File: config.mk
export PLATFORM = sky130hd
export DESIGN_NAME = folded_peak_scanner
export DESIGN_NICKNAME = d
export VERILOG_FILES = /design/src/rtl/folded_peak_scanner.sv
export SDC_FILE = /design/constraint.sdc
export NUM_CORES = 2
export LEC_CHECK = 0
export ABC_AREA = 0
export ABC_CLOCK_PERIOD_IN_PS = 26900
export BUFFER_PORTS_ARGS = -buffer_cell sky130_fd_sc_hd__buf_4
export CORE_MARGIN = 3
export CORE_UTILIZATION = 35
export CTS_CLUSTER_SIZE = 14
export DETAILED_ROUTE_END_ITERATION = 12
export SYNTH_ARGS = -nofsm -noshare
export SYNTH_HDL_FRONTEND = slang
export SYNTH_SLANG_ARGS = --single-unit
File: constraint.sdc
create_clock -name clk -period 26.9 [get_ports clk]
set_input_delay 1.345 -clock clk [delete_from_list [all_inputs] [get_ports clk]]
set_output_delay 1.345 -clock clk [all_outputs]
set_load 0.05 [all_outputs]
File: src/rtl/folded_peak_scanner.sv
// Folds BPO*OCT DFT bins into one circular octave profile, then scans it for
// thresholded local maxima and streams interpolated peak positions.
module folded_peak_scanner #(
  parameter int N        = 16,
  parameter int BPO      = 24,
  parameter int OCT      = 5,
  parameter int FPF      = 11,
  parameter int MAXPEAKS = 12,
  localparam int BINS    = BPO * OCT,
  localparam int AW      = $clog2(BINS),
  localparam int FW      = N + $clog2(OCT),
  localparam int BW      = $clog2(BPO),
  localparam int PW      = BW + FPF,
  localparam int CW      = $clog2(MAXPEAKS + 1)
) (
  input  logic          clk,
  input  logic          rst,
  input  logic          start,
  input  logic [FW-1:0] threshold,
  output logic [AW-1:0] binAddr,
  input  logic [N-1:0]  binData,
  output logic          busy,
  output logic          done,
  output logic          peakValid,
  input  logic          peakReady,
  output logic [PW-1:0] peakPos,
  output logic [FW-1:0] peakAmp,
  output logic [CW-1:0] peakCount,
  output logic          overflow
);

  localparam int DW = $clog2(FPF);
  localparam logic [BW-1:0] LAST_B     = BW'(BPO - 1);
  localparam logic [BW-1:0] ZERO_B     = {BW{1'b0}};
  localparam logic [BW-1:0] ONE_B      = {{(BW-1){1'b0}}, 1'b1};
  localparam logic [AW:0]   FOLD_END   = (AW+1)'(BINS);
  localparam logic [AW:0]   ADDR_END   = (AW+1)'(BINS - 1);
  localparam logic [DW-1:0] DIV_END    = DW'(FPF - 1);
  localparam logic [PW:0]   HALF_POS   = (PW+1)'(2 ** (FPF - 1));
  localparam logic [PW:0]   WRAP_POS   = (PW+1)'(BPO * (2 ** FPF));
  localparam logic [CW-1:0] PEAK_LIMIT = CW'(MAXPEAKS);

  typedef enum logic [2:0] {S_IDLE, S_FOLD, S_SCAN, S_DIV, S_EMIT, S_DONE} state_t;

  state_t        state_r, state_s;
  logic [FW-1:0] folded_r [BPO];
  logic [FW-1:0] thr_r;
  logic [AW:0]   fcnt_r;
  logic [BW-1:0] mod_r, cap_idx_r, b_r;
  logic          cap_vld_r;
  logic [FW:0]   den_r, rem_r;
  logic [FPF-2:0] q_r;
  logic [DW-1:0] dcnt_r;

  logic [BW-1:0] bl_s, br_s;
  logic [FW-1:0] l_s, c_s, r_s, dl_s, dr_s;
  logic          peak_s, full_s, last_s;
  logic [FW+1:0] rem2_s;
  logic          ge_s;
  logic [FW:0]   rem_nx_s;
  logic [FPF-1:0] q_nx_s;
  logic [PW:0]   pos_raw_s, pos_s;

  // Neighbour lookup with circular wrap, peak test and one restoring-divide step
  always_comb begin
    bl_s      = (b_r == ZERO_B) ? LAST_B : b_r - ONE_B;
    br_s      = (b_r == LAST_B) ? ZERO_B : b_r + ONE_B;
    l_s       = folded_r[bl_s];
    c_s       = folded_r[b_r];
    r_s       = folded_r[br_s];
    dl_s      = c_s - l_s;
    dr_s      = c_s - r_s;
    peak_s    = (c_s > l_s) && (c_s > r_s) && (c_s > thr_r);
    full_s    = (peakCount >= PEAK_LIMIT);
    last_s    = (b_r == LAST_B);
    rem2_s    = {rem_r, 1'b0};
    ge_s      = (rem2_s >= {1'b0, den_r});
    rem_nx_s  = ge_s ? (FW+1)'(rem2_s - {1'b0, den_r}) : rem2_s[FW:0];
    q_nx_s    = {q_r, ge_s};
    // Centre offset of half a bin; a negative result wraps to the top of the octave
    pos_raw_s = {1'b0, b_r, {FPF{1'b0}}} + (PW+1)'(q_nx_s) - HALF_POS;
    pos_s     = pos_raw_s[PW] ? pos_raw_s + WRAP_POS : pos_raw_s;
  end

  // State register
  always_ff @(posedge clk or posedge rst) begin
    if (rst) state_r <= S_IDLE;
    else     state_r <= state_s;
  end

  // Next-state logic
  always_comb begin
    state_s = state_r;
    case (state_r)
      S_IDLE: if (start) state_s = S_FOLD; else state_s = S_IDLE;
      S_FOLD: if (fcnt_r == FOLD_END) state_s = S_SCAN; else state_s = S_FOLD;
      S_SCAN: begin
        if (peak_s && !full_s) state_s = S_DIV;
        else if (last_s)       state_s = S_DONE;
        else                   state_s = S_SCAN;
      end
      S_DIV:  if (dcnt_r == DIV_END) state_s = S_EMIT; else state_s = S_DIV;
      S_EMIT: begin
        if (peakReady) state_s = last_s ? S_DONE : S_SCAN;
        else           state_s = S_EMIT;
      end
      S_DONE:  state_s = S_IDLE;
      default: state_s = S_IDLE;
    endcase
  end

  // Datapath: fold accumulation, scan pointer, divider and output registers
  always_ff @(posedge clk or posedge rst) begin
    if (rst) begin
      for (int i = 0; i < BPO; i++) folded_r[i] <= '0;
      thr_r <= '0; fcnt_r <= '0; mod_r <= '0; cap_idx_r <= '0; cap_vld_r <= 1'b0;
      b_r <= '0; den_r <= '0; rem_r <= '0; q_r <= '0; dcnt_r <= '0;
      binAddr <= '0; busy <= 1'b0; done <= 1'b0; peakValid <= 1'b0;
      peakPos <= '0; peakAmp <= '0; peakCount <= '0; overflow <= 1'b0;
    end else begin
      done <= 1'b0;
      case (state_r)
        S_IDLE: begin
          if (start) begin
            for (int i = 0; i < BPO; i++) folded_r[i] <= '0;
            thr_r <= threshold; peakCount <= '0; overflow <= 1'b0; busy <= 1'b1;
            binAddr <= '0; mod_r <= '0; fcnt_r <= '0; cap_vld_r <= 1'b0; b_r <= '0;
          end
        end
        S_FOLD: begin
          // Read data lags the address by one cycle, so accumulate the previous capture
          if (cap_vld_r) folded_r[cap_idx_r] <= folded_r[cap_idx_r] + FW'(binData);
          cap_vld_r <= (fcnt_r < FOLD_END);
          cap_idx_r <= mod_r;
          fcnt_r    <= fcnt_r + (AW+1)'(1);
          if (fcnt_r < ADDR_END) begin
            binAddr <= binAddr + AW'(1);
            mod_r   <= (mod_r == LAST_B) ? ZERO_B : mod_r + ONE_B;
          end
        end
        S_SCAN: begin
          if (peak_s && !full_s) begin
            den_r   <= {1'b0, dl_s} + {1'b0, dr_s};
            rem_r   <= {1'b0, dl_s};
            q_r     <= '0;
            dcnt_r  <= '0;
            peakAmp <= c_s;
          end else begin
            if (peak_s) overflow <= 1'b1;
            if (!last_s) b_r <= b_r + ONE_B;
          end
        end
        S_DIV: begin
          rem_r  <= rem_nx_s;
          q_r    <= q_nx_s[FPF-2:0];
          dcnt_r <= dcnt_r + DW'(1);
          if (dcnt_r == DIV_END) begin
            peakPos   <= PW'(pos_s);
            peakValid <= 1'b1;
          end
        end
        S_EMIT: begin
          if (peakReady) begin
            peakValid <= 1'b0;
            peakCount <= peakCount + CW'(1);
            if (!last_s) b_r <= b_r + ONE_B;
          end
        end
        S_DONE: begin
          done <= 1'b1;
          busy <= 1'b0;
        end
        default: begin
          busy <= 1'b0;
        end
      endcase
    end
  end

endmodule

[Word level (Yosys, flattened, before mapping)]
Index checks and enable logic that the tools add are counted.
W data, S select, Z words.
Word-level totals
  flip-flop bits (word level): 606
  latch bits: 0
  memory bits (writable): 0
  memory bits (read-only): 0
  output and inout bits: 50
  word-level logic and storage cells: 180
  memories: 0
Cells by class
  add/sub/neg operators: 15
  multipliers: 0
  div/mod/pow operators: 0
  $lt $le $gt $ge: 12
  equality and inequality tests: 17
  shifts and indexed selects: 0
  muxes and demuxes: 62
  bitwise logic cells: 5
  reduce and logical (&&, ||, !) cells: 26
Operator list (number)
  $mux W456: 2
  $pmux W456 S2: 1
  $bwmux W456: 1
  $bmux W19 S5: 4
  $mux W19: 9
  $demux W19 S5: 1
  $gt A19 B19 Y1: 3
  $mux W20: 2
  $mux W5: 8
  $pmux W20 S2: 1
  $sub A19 B19 Y19: 2
  $ge A6 B6 Y1 const B: 4
  $not A5 Y6: 4
  $ge A21 B20 Y1: 1
  $add A19 B19 Y20: 1
  $pmux W10 S2: 1
  $sub A20 B20 Y20: 1
  $add A19 B16 Y19: 1
  $add A16 B11 Y17: 1
  $sub A17 B11 Y17 const B: 1
  $add A16 B16 Y16 const B: 1
  $lt A8 B7 Y1 const B: 2
  $mux W16: 1
  $ne A2 B2 Y1 const B: 8
  other kinds (38): 76

[Depth between registers and ports, before layout]
  depth after elaboration: 12
  mapped depth: 31

[Least setup slack after synthesis]
Ideal clock, no wire load.
  path type: register to register
  start point: register b_r[0]
  end point: register den_r[18]
  library setup time: 0.136 ns
  arrival: 6.341 ns
  path slack: 20.423 ns
  cell stages (with the launch flop): 28
  period minus slack after synthesis: 6.477 ns
  cells stage by stage: dfrtp_1 > buf_2 > inv_1 > clkbuf_1 > clkbuf_1 > ha_1 > buf_2 > clkbuf_1 > clkbuf_1 > mux4_2 > mux2_2 > a32oi_1 > ha_1 > a2111oi_4 > inv_2 > o22ai_1 > o21bai_1 > a21oi_1 > xnor2_1 > ha_1 > or2_2 > a21boi_0 > a31oi_1 > a21oi_1 > o41ai_1 > a21boi_0 > xnor2_1 > o21ai_0
On the way
  cells in the longest elaborated chain, start to end: 11
  elaborated cells between the ends (all ways): 28
RTL lines
  from (decl): RTL line 49  | logic [BW-1:0] mod_r, cap_idx_r, b_r;
  from (signal assigned): RTL line 150  | if (!last_s) b_r <= b_r + ONE_B;
  from (signal assigned): RTL line 166  | if (!last_s) b_r <= b_r + ONE_B;
  parallel branches: the longest is 11 deep, another holds $add A19 B19 Y20
  to (signal assigned): RTL line 143  | den_r <= {1'b0, dl_s} + {1'b0, dr_s};
  to (decl): RTL line 51  | logic [FW:0] den_r, rem_r;
Several ways; the timed one is not identified. The select of a mux whose other input is x is not followed.
A chain may end at the register's enable or synchronous reset.

[Final worst setup path]
  start point: register b_r[1]
  end point: register den_r[19]
Same word-level chain as after synthesis.

==> parameters.txt <==
Parameter                              Value

Outcome
  Result of the run    complete, but fails checks
  Violations in the final reports    max-capacitance violations, max-slew violations

STA
  Maximum clock skew at final layout    0.0620 ns
  Total negative setup slack    0 ns
  Portion of the clock cycle consumed by the worst path in the final layout    32.2%
  Worst slew margin relative to its limit    -0.671%
  Maximum operating frequency    115 MHz
  Shortest period the worst path allows    8.66 ns
  Final Max Slew Viols    5
  Unrepaired setup endpoints after global routing    false
  Final count of hold timing violations    0
  Final setup viols    0
  Slew @ Worst Pin    1.51 ns

CTS
  Number of H-tree branching levels    3
  Number of hold-repair buffers added at the cts stage    0
  Longest Clk Path Bufs    3
  Clock slew at reported path FFs    0.06 ns
  Clock tree root buffer cell    sky130_fd_sc_hd__clkbuf_16
  Worst skew pair latency    0.67 ns
  Number of buffers created by CTS    71
  CTS tree    yes
  Sink Count    606
  Number of buffers added for setup after CTS    0
  Resize count post-CTS    0

Finish
  Count of nets after finishing    4387
  Ratio of cells with drive above 1 in the final layout    20.7%
  Layout area overhead    10.7%

Detailed routing
  DR pass1 iterations    6
  Vias after detailed routing    38400
  Vias per cell    ~6.5
  WL per Instance    28.3 µm
  Detailed Route WL    167000 µm
  Iter 0 DRT Violations    5138
  Drc violations    0
  Routed Antenna Nets    0

GRT
  Initial antenna violation count    5
  Maximum number of pins on one net before global-route repair    94
  Total GRT Usage    25.6%
  Wire length of the first global-routing pass    ~250000 µm
  GR Overflow Total    0
  Via count of the first global-routing pass    36400

Logic synthesis
  Number of instances in the synthesized netlist    between 4000 and 5000
  Mean instance size in the synthesized netlist    approximately 10 µm²
  Cell types with the highest counts after synthesis    sky130_fd_sc_hd__dfrtp_1 (606), sky130_fd_sc_hd__o21ai_0 (517), sky130_fd_sc_hd__nand2_1 (514), sky130_fd_sc_hd__nand3_1 (442), sky130_fd_sc_hd__mux4_2 (358)
  Ys flop type    sky130_fd_sc_hd__dfrtp_1
  EDFF count, synth    0
  Sequential-to-total area share from yosys stat    34.9%
  Mapped Area    roughly 43000 µm²
  Share of the synthesized area in the top cell type    between 30% and 40%
  Synthesized netlist net count    about 4500
  Synth cell types    93
  Number of synthesized register bits    approximately 610
  Synth warn    0
  Proportion of synthesized flip-flops having asynchronous set or reset    100%
  Library cell with the largest summed area after synthesis    sky130_fd_sc_hd__dfrtp_1
  Top cells by area in the synthesized netlist    sky130_fd_sc_hd__dfrtp_1 (35%), sky130_fd_sc_hd__mux4_2 (19%), sky130_fd_sc_hd__o21ai_0 (6.0%)
  Most frequent cell after synthesis    sky130_fd_sc_hd__dfrtp_1

Die
  Number of standard-cell rows in the floorplan    128
  DIE WIDTH    358 µm
  Die outline height    358 µm
  Effective utilization at floorplan    35.4%
  Top Ports    89
  Area of the core    123000 µm²
  Die area    around 130000 µm²

Setup path
  Critical Path Start Type    flip-flop
  Type of the worst setup path    flip-flop to flip-flop
  Endpoint type of the worst setup path    flip-flop
  Largest fanout on the critical path    58
  Number of cells on the worst reg-to-reg path    25
  Data required time at the worst endpoint    27.40 ns
  Flop-to-flop setup slack    about 18 ns
  Critical R2R Launch    b_r[1]$_DFFE_PP0P_
  CP arrival    roughly 9.2 ns
  Capturing point of the worst reg2reg path    den_r[19]$_DFFE_PP0P_
  CP startpoint    b_r[1]$_DFFE_PP0P_
  End point of the critical path    den_r[19]$_DFFE_PP0P_

Job
  Max-cap viol count    1

Pwr
  Maximum resistive drop on vdd    ~0.00012 V
  Power per unit of standard cell area    129 nW/µm²
  Cell leakage power    between 15 and 20 nW
  Overall Power    6.18 mW

Min path
  Classification of the worst-slack hold path    flip-flop to flip-flop

Placed design
  Routability cong.    0.953
  Count of buffers inserted at the top-level ports    88
  Post-DP HPWL    108000 µm
-- worst min path at each step --
stage                            start                       to  slack [ns]  cells past startpoint
5_1_grt        peakAmp[11]$_DFFE_PP0P_  peakAmp[11]$_DFFE_PP0P_        0.50                      2
4_1_cts        peakAmp[11]$_DFFE_PP0P_  peakAmp[11]$_DFFE_PP0P_        0.48                      2
2_1_floorplan       q_r[9]$_DFFE_PP0P_  peakPos[10]$_DFFE_PP0P_        0.43                      1
3_5_place_dp   peakAmp[11]$_DFFE_PP0P_  peakAmp[11]$_DFFE_PP0P_        0.47                      2
3_3_place_gp   peakAmp[11]$_DFFE_PP0P_  peakAmp[11]$_DFFE_PP0P_        0.47                      2
6_report       peakAmp[11]$_DFFE_PP0P_  peakAmp[11]$_DFFE_PP0P_        0.48                      2
-- worst max-delay path, cell delays in order (launching register included) --
cell,delay [ns]
sky130_fd_sc_hd__dfrtp_4,0.75
sky130_fd_sc_hd__inv_1,0.20
sky130_fd_sc_hd__ha_4,0.94
sky130_fd_sc_hd__buf_4,0.56
sky130_fd_sc_hd__nand2_4,0.44
sky130_fd_sc_hd__buf_4,0.46
sky130_fd_sc_hd__a211oi_1,0.36
sky130_fd_sc_hd__a311oi_1,0.08
sky130_fd_sc_hd__o21ai_0,0.17
sky130_fd_sc_hd__o21ai_0,0.13
sky130_fd_sc_hd__a21oi_1,0.50
sky130_fd_sc_hd__ha_1,0.40
sky130_fd_sc_hd__a21o_1,0.20
sky130_fd_sc_hd__a21oi_1,0.30
sky130_fd_sc_hd__o221ai_1,0.26
sky130_fd_sc_hd__and2_1,0.24
sky130_fd_sc_hd__nor2_1,0.12
sky130_fd_sc_hd__ha_1,0.29
sky130_fd_sc_hd__and3_1,0.25
sky130_fd_sc_hd__and2_1,0.18
sky130_fd_sc_hd__a221oi_1,0.46
sky130_fd_sc_hd__a21oi_1,0.23
sky130_fd_sc_hd__a41o_1,0.33
sky130_fd_sc_hd__o221a_2,0.25
sky130_fd_sc_hd__o21ai_0,0.14
sky130_fd_sc_hd__a22oi_1,0.08
-- registers in the layout (all words and copies together), names as in the netlist, 7 cells and up --
register	flops
folded_r	456
den_r	20
rem_r	20
peakAmp	19
thr_r	19
peakPos	16
q_r	10
fcnt_r	8
binAddr	7
-- where the power goes --
part / total (mW) / switching [mW] / leakage (nW) / internal (mW)
Clock: 1.05 / 0.423 / 1.20 / 0.623
Sequential: 1.49 / 0.332 / 8.19 / 1.15
Combinational: 3.65 / 2.27 / 9.34 / 1.38
-- layout make-up --
cell class	count	area, µm²
Clock buffer	97	2020
Clock inverter	29	443
Multi-Input combinational cell	3257	26500
Inverter	78	302
Antenna cell	3	7.51
Tap cell	1625	2030
Timing Repair Buffer	206	1550
Sequential cell	606	15200
Fill cell	12000	74400
-- logic make-up (layout without fill, tap and decap cells) --
logic type                 Yosys count  count (layout)  synth area share, %
DFF                                606             606                 34.9
adders and majority gates          128             128                 3.77
and+or+nand+nor                   1279            1279                 13.5
AOI/OAI and AO/OA                 1166            1166                 17.2
other                                0               3                    0
xor gates and xnor gates            84              84                 1.71
buffers and inverters              472             410                 4.53
muxes                              600             600                 24.3
-- cells in the final DEF, fill, tap and decap left out, types with 72 or more instances in the layout --
master	instances
sky130_fd_sc_hd__nand3_1	442
sky130_fd_sc_hd__inv_1	72
sky130_fd_sc_hd__dfrtp_1	601
sky130_fd_sc_hd__ha_1	122
sky130_fd_sc_hd__buf_4	206
sky130_fd_sc_hd__a21oi_1	120
sky130_fd_sc_hd__mux4_2	358
sky130_fd_sc_hd__mux2i_1	182
sky130_fd_sc_hd__o21ai_0	508
sky130_fd_sc_hd__nor2_1	124
sky130_fd_sc_hd__nand2_1	489
sky130_fd_sc_hd__clkbuf_16	73
-- layer usage --
| layer | routed length (µm) | GRT usage (%) | up-vias |
|---|---|---|---|
| met2 | 72000 | 38.1 | 2369 |
| met1 | 65600 | 34.3 | 19200 |
| li1 | - | - | 16200 |
| met4 | 9090 | 12.1 | 6 |
| met3 | 20600 | 7.52 | 549 |
| met5 | 35 | 0 | - |
-- stage by stage --
step / instance area (µm²) / worst slack [ns] / utilization [%] / cells / hold WS, ns
final: 48100 / 18.24 / 39.2 / 5901 / 0.475
after global routing: 48100 / 17.90 / 39.2 / 5898 / 0.499
after CTS: 48100 / 18.54 / 39.2 / 5898 / 0.482
after global placement: 45600 / 18.60 / 37.2 / 5772 / 0.466
after floorplan: 43400 / 8.59 / - / 4335 / 0.435
after detailed placement: 45600 / 18.55 / 37.2 / 5772 / 0.467
Note: power is estimated with default switching activity, not from simulation.
